$ cat config.mk
export PLATFORM = sky130hd
export DESIGN_NAME = hexkey_capture
export DESIGN_NICKNAME = d
export VERILOG_FILES = /design/src/rtl/hexkey_capture.sv
export SDC_FILE = /design/constraint.sdc
export NUM_CORES = 1
export LEC_CHECK = 0
export ABC_CLOCK_PERIOD_IN_PS = 2300
export CORE_AREA = 2 2 72 74
export CTS_BUF_LIST = sky130_fd_sc_hd__clkbuf_4
export CTS_CLUSTER_DIAMETER = 200
export DETAILED_ROUTE_END_ITERATION = 16
export DIE_AREA = 0 0 74 76
export PLACE_DENSITY = 0.76
export SYNTH_ARGS = -nofsm -noshare
export SYNTH_HDL_FRONTEND = slang
export SYNTH_SLANG_ARGS = --single-unit
$ cat constraint.sdc
create_clock -name clk -period 2.3 [get_ports clk]
set_input_delay 0.345 -clock clk [delete_from_list [all_inputs] [get_ports clk]]
set_output_delay 0.345 -clock clk [all_outputs]
set_load 0.05 [all_outputs]
$ cat src/rtl/hexkey_capture.sv
// hexkey_capture: debounces hex keypad presses/releases and shifts accepted digits into a 4-digit display register.
// Latency: new_key pulses DEBOUNCE_CYCLES+1 edges after the first key_valid of a clean press; all outputs registered.
// Backpressure: none; the keypad scan stream is consumed every cycle and accepted keys are never stalled.
//
// Ports:
//   clk          scan clock (10 MHz domain)
//   rst          synchronous reset, active-high
//   key_valid    encoder found a pressed key in the current scan phase
//   key_code     encoder code {D,C,B,A}, meaningful only with key_valid
//   digits       captured digits, newest in [3:0], oldest in [15:12]
//   digit_count  digits captured since reset/clear, saturates at 4
//   last_key     most recently accepted code
//   new_key      one-cycle pulse per accepted key
//
// Optional feature macro: HEXKEY_CLEAR_KEY_EN
//   defined   -> an accepted 4'hF clears digits/digit_count instead of shifting
//   undefined -> 4'hF is an ordinary digit

module hexkey_capture #(
  parameter int DEBOUNCE_CYCLES = 100000,
  parameter int CNT_W           = 17,
  parameter int SCAN_PERIOD     = 4
) (
  input  logic        clk,
  input  logic        rst,
  input  logic        key_valid,
  input  logic [3:0]  key_code,
  output logic [15:0] digits,
  output logic [2:0]  digit_count,
  output logic [3:0]  last_key,
  output logic        new_key
);

  // Hold counter must be able to store SCAN_PERIOD-1.
  localparam int HOLD_W = (SCAN_PERIOD > 2) ? $clog2(SCAN_PERIOD) : 1;

  localparam logic [HOLD_W-1:0] HOLD_LOAD = HOLD_W'(SCAN_PERIOD - 1);
  localparam logic [CNT_W-1:0]  CNT_LAST  = CNT_W'(DEBOUNCE_CYCLES - 1);

  typedef enum logic [1:0] {
    IDLE        = 2'd0,
    PRESS_DEB   = 2'd1,
    HELD        = 2'd2,
    RELEASE_DEB = 2'd3
  } state_t;

  state_t              state_q, state_d;
  logic [CNT_W-1:0]    cnt_q, cnt_d;
  logic [HOLD_W-1:0]   hold_q, hold_d;
  logic [3:0]          cur_q, cur_d;
  logic [3:0]          cand_q, cand_d;
  logic [15:0]         digits_q, digits_d;
  logic [2:0]          count_q, count_d;
  logic [3:0]          last_q, last_d;
  logic                new_key_q, new_key_d;

  // Presence and the code seen this cycle. The hold window bridges the
  // scan phases in which the encoder does not report the pressed key.
  logic       present;
  logic [3:0] code_now;
  logic       accept;
  logic       clear_hit;

  assign present  = key_valid | (hold_q != '0);
  assign code_now = key_valid ? key_code : cur_q;

`ifdef HEXKEY_CLEAR_KEY_EN
  assign clear_hit = (cand_q == 4'hF);
`else
  assign clear_hit = 1'b0;
`endif

  // ---------------------------------------------------------------------
  // Next-state and datapath logic
  // ---------------------------------------------------------------------
  always_comb begin
    state_d   = state_q;
    cnt_d     = cnt_q;
    hold_d    = hold_q;
    cur_d     = cur_q;
    cand_d    = cand_q;
    digits_d  = digits_q;
    count_d   = count_q;
    last_d    = last_q;
    new_key_d = 1'b0;
    accept    = 1'b0;

    // Presence tracker runs independently of the FSM, so a key_valid that
    // coincides with an accept only refreshes cur/hold.
    if (key_valid) begin
      hold_d = HOLD_LOAD;
      cur_d  = key_code;
    end else if (hold_q != '0) begin
      hold_d = hold_q - 1'b1;
    end

    case (state_q)
      IDLE: begin
        if (present) begin
          cand_d  = code_now;
          cnt_d   = '0;
          state_d = PRESS_DEB;
        end
      end

      PRESS_DEB: begin
        if (!present) begin
          cnt_d   = '0;
          state_d = IDLE;
        end else if (code_now != cand_q) begin
          // A different key restarts the debounce window for that key.
          cand_d = code_now;
          cnt_d  = '0;
        end else if (cnt_q == CNT_LAST) begin
          accept  = 1'b1;
          cnt_d   = '0;
          state_d = HELD;
        end else begin
          cnt_d = cnt_q + 1'b1;
        end
      end

      HELD: begin
        // Code changes while held are ignored; only a release matters.
        if (!present) begin
          cnt_d   = '0;
          state_d = RELEASE_DEB;
        end
      end

      RELEASE_DEB: begin
        if (present) begin
          // Bounce on release: back to HELD without a new accept.
          cnt_d   = '0;
          state_d = HELD;
        end else if (cnt_q == CNT_LAST) begin
          cnt_d   = '0;
          state_d = IDLE;
        end else begin
          cnt_d = cnt_q + 1'b1;
        end
      end

      default: begin
        cnt_d   = '0;
        state_d = IDLE;
      end
    endcase

    // Accepted key: update the display register from the debounced cand.
    if (accept) begin
      new_key_d = 1'b1;
      last_d    = cand_q;
      if (clear_hit) begin
        digits_d = 16'h0000;
        count_d  = 3'd0;
      end else begin
        // Shifting past four digits drops the oldest one.
        digits_d = {digits_q[11:0], cand_q};
        if (count_q != 3'd4) begin
          count_d = count_q + 3'd1;
        end
      end
    end
  end

  // ---------------------------------------------------------------------
  // State registers
  // ---------------------------------------------------------------------
  always_ff @(posedge clk) begin
    if (rst) begin
      state_q   <= IDLE;
      cnt_q     <= '0;
      hold_q    <= '0;
      cur_q     <= 4'h0;
      cand_q    <= 4'h0;
      digits_q  <= 16'h0000;
      count_q   <= 3'd0;
      last_q    <= 4'h0;
      new_key_q <= 1'b0;
    end else begin
      state_q   <= state_d;
      cnt_q     <= cnt_d;
      hold_q    <= hold_d;
      cur_q     <= cur_d;
      cand_q    <= cand_d;
      digits_q  <= digits_d;
      count_q   <= count_d;
      last_q    <= last_d;
      new_key_q <= new_key_d;
    end
  end

  assign digits      = digits_q;
  assign digit_count = count_q;
  assign last_key    = last_q;
  assign new_key     = new_key_q;

endmodule

After elaboration in Yosys (flattened, before gate mapping)
Index checks and enable logic that the tools add are counted.
{"block": "totals", "elab_cells": 61, "output_inout_bits": 24, "input_bits": 7, "register_bits": 53}
{"block": "op_classes", "add_sub_neg": 3, "muxes": 27, "bitwise_logic": 1, "n_reduce_logical": 8, "n_eq_ne": 13}
{"op": "17-bit two-way mux", "count": 6}
{"op": "17-bit case mux with 4 select lines", "count": 1}
{"op": "2-bit two-way mux", "count": 9}
{"op": "17-bit by 1-bit adder with 17-bit output (second input constant)", "count": 1}
{"op": "17-bit == test (second input constant)", "count": 1}
{"op": "4-bit two-way mux", "count": 4}
{"op": "3-bit != test (second input constant)", "count": 4}
{"op": "2-bit != test (second input constant)", "count": 4}
{"op": "2-bit case mux with 4 select lines", "count": 1}
{"op": "4-bit case mux with 2 select lines", "count": 1}
{"op": "2-bit nonzero test", "count": 3}
{"op": "1-bit two-way mux", "count": 5}
{"op": "5-bit AND reduction", "count": 1}
{"op": "2-bit == test (second input constant)", "count": 2}
{"op": "4-bit != test", "count": 1}
{"op": "2-bit AND reduction", "count": 2}
{"op": "4-bit AND reduction", "count": 1}
{"op": "3-bit by 1-bit adder with 3-bit output (second input constant)", "count": 1}
{"op": "2-bit by 1-bit == test with 1-bit output (second input constant)", "count": 1}
{"op": "2-bit zero test", "count": 1}
{"op": "2-bit by 1-bit subtractor with 2-bit output (second input constant)", "count": 1}
{"op": "1-bit OR", "count": 1}

Longest topological paths before layout
{"block": "logic_depth", "depth_word": 6, "ltp_mapped": 10, "depth_no_buf": 8}

Worst setup path after synthesis
OpenSTA, ideal clock, no wires.
{"block": "synth_path", "kind": "reg-to-reg", "startpoint": "reg cnt_q[0]", "endpoint": "reg digits_q[5], in the netlist digits[5]", "path_stages_with_launch": 11, "setup_slack_ns": 0.110, "path_buffers": 3, "arrival_time_ns": 2.063, "setup_time_ns": 0.128, "period_less_slack_ns": 2.190, "required_ns": 2.172, "cell_sequence": "dfxtp_1 ha_1 and4_1 nand4_2 or2_0 buf_2 nor3_1 buf_4 buf_12 mux2i_1 nor2_1"}
{"block": "synth_via", "elab_chain_cells": 5}
{"item": "start, declared", "line_no": "48", "rtl": "logic [CNT_W-1:0] cnt_q, cnt_d;"}
{"item": "start signal, assigned", "line_no": "183", "rtl": "cnt_q <= cnt_d;"}
{"item": "17-bit == test", "line_no": "114", "rtl": "end else if (cnt_q == CNT_LAST) begin"}
{"item": "1-bit two-way mux", "line_no": "114"}
{"item": "1-bit two-way mux", "line_no": "110", "rtl": "end else if (code_now != cand_q) begin"}
{"item": "1-bit two-way mux", "line_no": "107", "rtl": "if (!present) begin"}
{"item": "1-bit two-way mux", "line_no": "97", "rtl": "case (state_q)"}
{"item": "end signal, assigned", "line_no": "187", "rtl": "digits_q <= digits_d;"}
{"item": "end, declared", "line_no": "52", "rtl": "logic [15:0] digits_q, digits_d;"}
No other way between the ends.
A chain may end at the register's enable or synchronous reset.

Worst setup path after layout
{"block": "layout_path", "startpoint": "reg cnt_q[1]", "endpoint": "reg cnt_q[16]"}
{"block": "layout_via", "elab_chain_cells": 5, "word_cells_on_any_way": 7}
{"item": "17-bit by 1-bit adder with 17-bit output or 17-bit == test (tied branches)"}
{"item": "17-bit two-way mux *", "line_no": "114, 136"}
{"item": "17-bit two-way mux", "line_no": "110"}
{"item": "17-bit two-way mux", "line_no": "107"}
{"item": "17-bit case mux with 4 select lines *", "line_no": "97"}
Every way passes the cells marked *; elsewhere a longest branch is shown, timed or not.

==> results.md <==
- Status: finished, final reports clean
- R2r startpoint: cnt_q[1]$_SDFFE_PP0P_
- Hold_buf cts: 0
- Grt ovf: 0
- Hpwl dp: roughly 3.6 mm
- FMAX: 459 MHz
- CTS Buf Count: 5
- CTS HTree Levels: 2
- Cells taking the most area after synthesis: dfxtp_1, mux2i_1, nor2_1
- Worst-path clk slew: 150 ps
- Cell taking the most area after synthesis: dfxtp_1
- Commonest non-fill, non-tap cell in the layout: dfxtp_1
- Yosys reg bits: 49
- Final Cycle Share: 0.948
- Max cap viols: 0
- Final nets: 325
- Number of vias per cell: between 5 and 6
- Critical path origin: cnt_q[1]$_SDFFE_PP0P_
- R2R depth: 7
- Final slew viol count: 0
- Critical path type: reg2reg
- Die ar.: 5620 um2
- CTS root buf: clkbuf_4
- Top cell type's share of synthesized area: 0.411
- Critical Path Fanout Max: 11
- Antenna diodes: 0
- WL/cell: 12.6 um
- Req. time, crit path: 2620 ps
- Row count: 26
- Arr. time, crit path: roughly 2500 ps
- Core footprint: a little under 5000 um2
- Syn Inst Count: ~270
- Leak pwr: 1.03 nW
- DRT iter0 DRCs: 111
- Final hold viol count: 0
- Commonest non-fill, non-tap cells in the layout: dfxtp_1, nor2_1, clkdlybuf4s50_1
- Avg Cell Area, Syn: around 8.9 um2
- Placer congestion estimate: 0.848
- Residual DRC count: 0
- CP endpoint: cnt_q[16]$_SDFFE_PP0P_
- Final worst slack: about 120 ps
- EDFF count, synth: 0
- IO Port Bufs: 30
- Worst slew pin tran: 509 ps
- CTS Sinks: slightly below 50
- Post-synthesis sequential area ratio: 0.411
- Worst Setup Start Kind: register
- R2r setup slk: ~120 ps
- TritonRoute pass-1 iters: 4
- Post-Syn Area: between 2000 and 2500 um2
- Slew headroom: 0.660
- Setup Skew: 15.3 ps
- Clk_lat worst skew: 390 ps
- TritonCTS clock tree: built
- Endpoints failing setup: 0
- Endpoint class of the critical path: register
- Total power per unit cell area: 516 nW/um2
- Chip Height: roughly 76 um
- Effective utilization at floorplan: 0.486
- Area grow syn2layout: 22.8%
- Share of async-settable or async-resettable flops after synthesis: 0
- Synth cell types: 50
- IO Count: 31
- Yosys Warn Count: 0
- Ratio of cells with drive above 1 in the final layout: 0.152
- Via count of the first global-routing pass: approximately 1800
- Routed WL: between 4 and 5 mm
- Worst VDD drop: ~0.00027 V
- Placement Setup Slack: -466 ps
- Main flop type after synthesis: dfxtp_1
- Minimum clock period: about 2200 ps
- ANT nets after route: 0
- Max clock buf depth: 2
- Die Wd: between 70 and 80 um
- Largest net degree at the start of global routing: 32
- Post-Route Utilization: 0.597
- Reg-to-Reg End: cnt_q[16]$_SDFFE_PP0P_
- Fillers: roughly 450
- First-pass GRT wire length: a little over 8 mm
- Post-Syn Nets: between 200 and 300
- RSZ-0062 raised after global routing: false
- Initial antenna violation count: 0
- HP Class: reg2reg
- Total GRT Usage: 0.184
- Detailed-route via count: 2053
kinds of logic (layout without fill, tap and decap cells):
group,after synthesis,after routing,share of synthesized area
compound gates,38,38,0.113
simple gates,121,121,0.260
buf+inv,27,74,0.0775
fa+ha+maj,4,4,0.0210
xor+xnor,7,7,0.0257
flops,49,49,0.411
mux,22,22,0.0922
per-stage QoR:
stage / hold slack (ps) / setup TNS [ps] / instance area, um2 / cells / total power [W]
4_1_cts: 498 / 0 / 2920 / 384 / 0.00153
3_5_place_dp: 478 / -12320 / 2860 / 376 / 0.00108
3_3_place_gp: 473 / -9110 / 2860 / 376 / 0.00108
2_1_floorplan: 455 / 0 / 2390 / 268 / 0.00102
5_1_grt: 507 / 0 / 2930 / 385 / 0.00159
6_report: 486 / 0 / 2930 / 385 / 0.00151
how the worst min path moves through the flow:
stage / from / end / depth (start not counted)
floorplan: cnt_q[3]$_SDFFE_PP0P_ / cnt_q[3]$_SDFFE_PP0P_ / 2
detailed placement: cnt_q[3]$_SDFFE_PP0P_ / cnt_q[3]$_SDFFE_PP0P_ / 2
CTS: cnt_q[3]$_SDFFE_PP0P_ / cnt_q[3]$_SDFFE_PP0P_ / 2
finish: cnt_q[1]$_SDFFE_PP0P_ / cnt_q[1]$_SDFFE_PP0P_ / 2
global route: cnt_q[1]$_SDFFE_PP0P_ / cnt_q[1]$_SDFFE_PP0P_ / 2
global placement: digits[14]$_SDFFE_PP0P_ / digits[14]$_SDFFE_PP0P_ / 2
what timing repair did:
action,4_1_cts,5_1_grt
pin swaps,1,1
gates resized for setup,1,3
buffers inserted,0,1
setup endpoints to repair,11,19
cell type report:
class | count | area, um2 | share of cell area
clock buffer | 5 | 37.5 | 0.0128
sequential | 49 | 982 | 0.335
tap | 70 | 87.6 | 0.0299
timing repair buffer | 59 | 542 | 0.185
clock inverter | 3 | 28.8 | 0.00981
inverter | 7 | 26.3 | 0.00896
multi-input combinational | 192 | 1230 | 0.419
metal layers:
layer / vias to the layer above / share of wire / track usage
met5: - / 0 / 0
met2: 31 / 0.48 / 0.284
met3: 5 / 0.034 / 0.0410
met4: 0 / 0.0051 / 0.0618
li1: 1054 / - / -
met1: 963 / 0.48 / 0.252
Yosys cell counts (5+ instances only):
master and count:
o21ai_0 7, a31oi_1 9, clkbuf_1 6, nand2_1 20, nor2_1 39, inv_1 7
mux2i_1 22, nand4_1 7, or3_1 9, buf_4 5, nand3_1 20, dfxtp_1 49
nor3_1 6
registers in the layout (all words and copies together), names as in the netlist, named ones only:
| register | count |
|---|---|
| cnt_q | 17 |
| digit_count | 3 |
| cand_q | 4 |
| cur_q | 4 |
| hold_q | 2 |
| new_key | 1 |
| digits | 16 |
| state_q | 1 |
report_power, final:
group          leakage, nW  switching [W]  internal, W
Combinational        0.594       0.000100    0.0000844
Sequential           0.398      0.0000148     0.000867
Clock               0.0377       0.000313     0.000133
critical path: stages (launching register included):
cell,delay (ps)
dfxtp_2,370
ha_1,200
and4_1,230
nand4_2,160
nand2_1,100
o31a_2,440
or3_2,460
a31oi_1,150
Note: power is estimated with default switching activity, not from simulation.
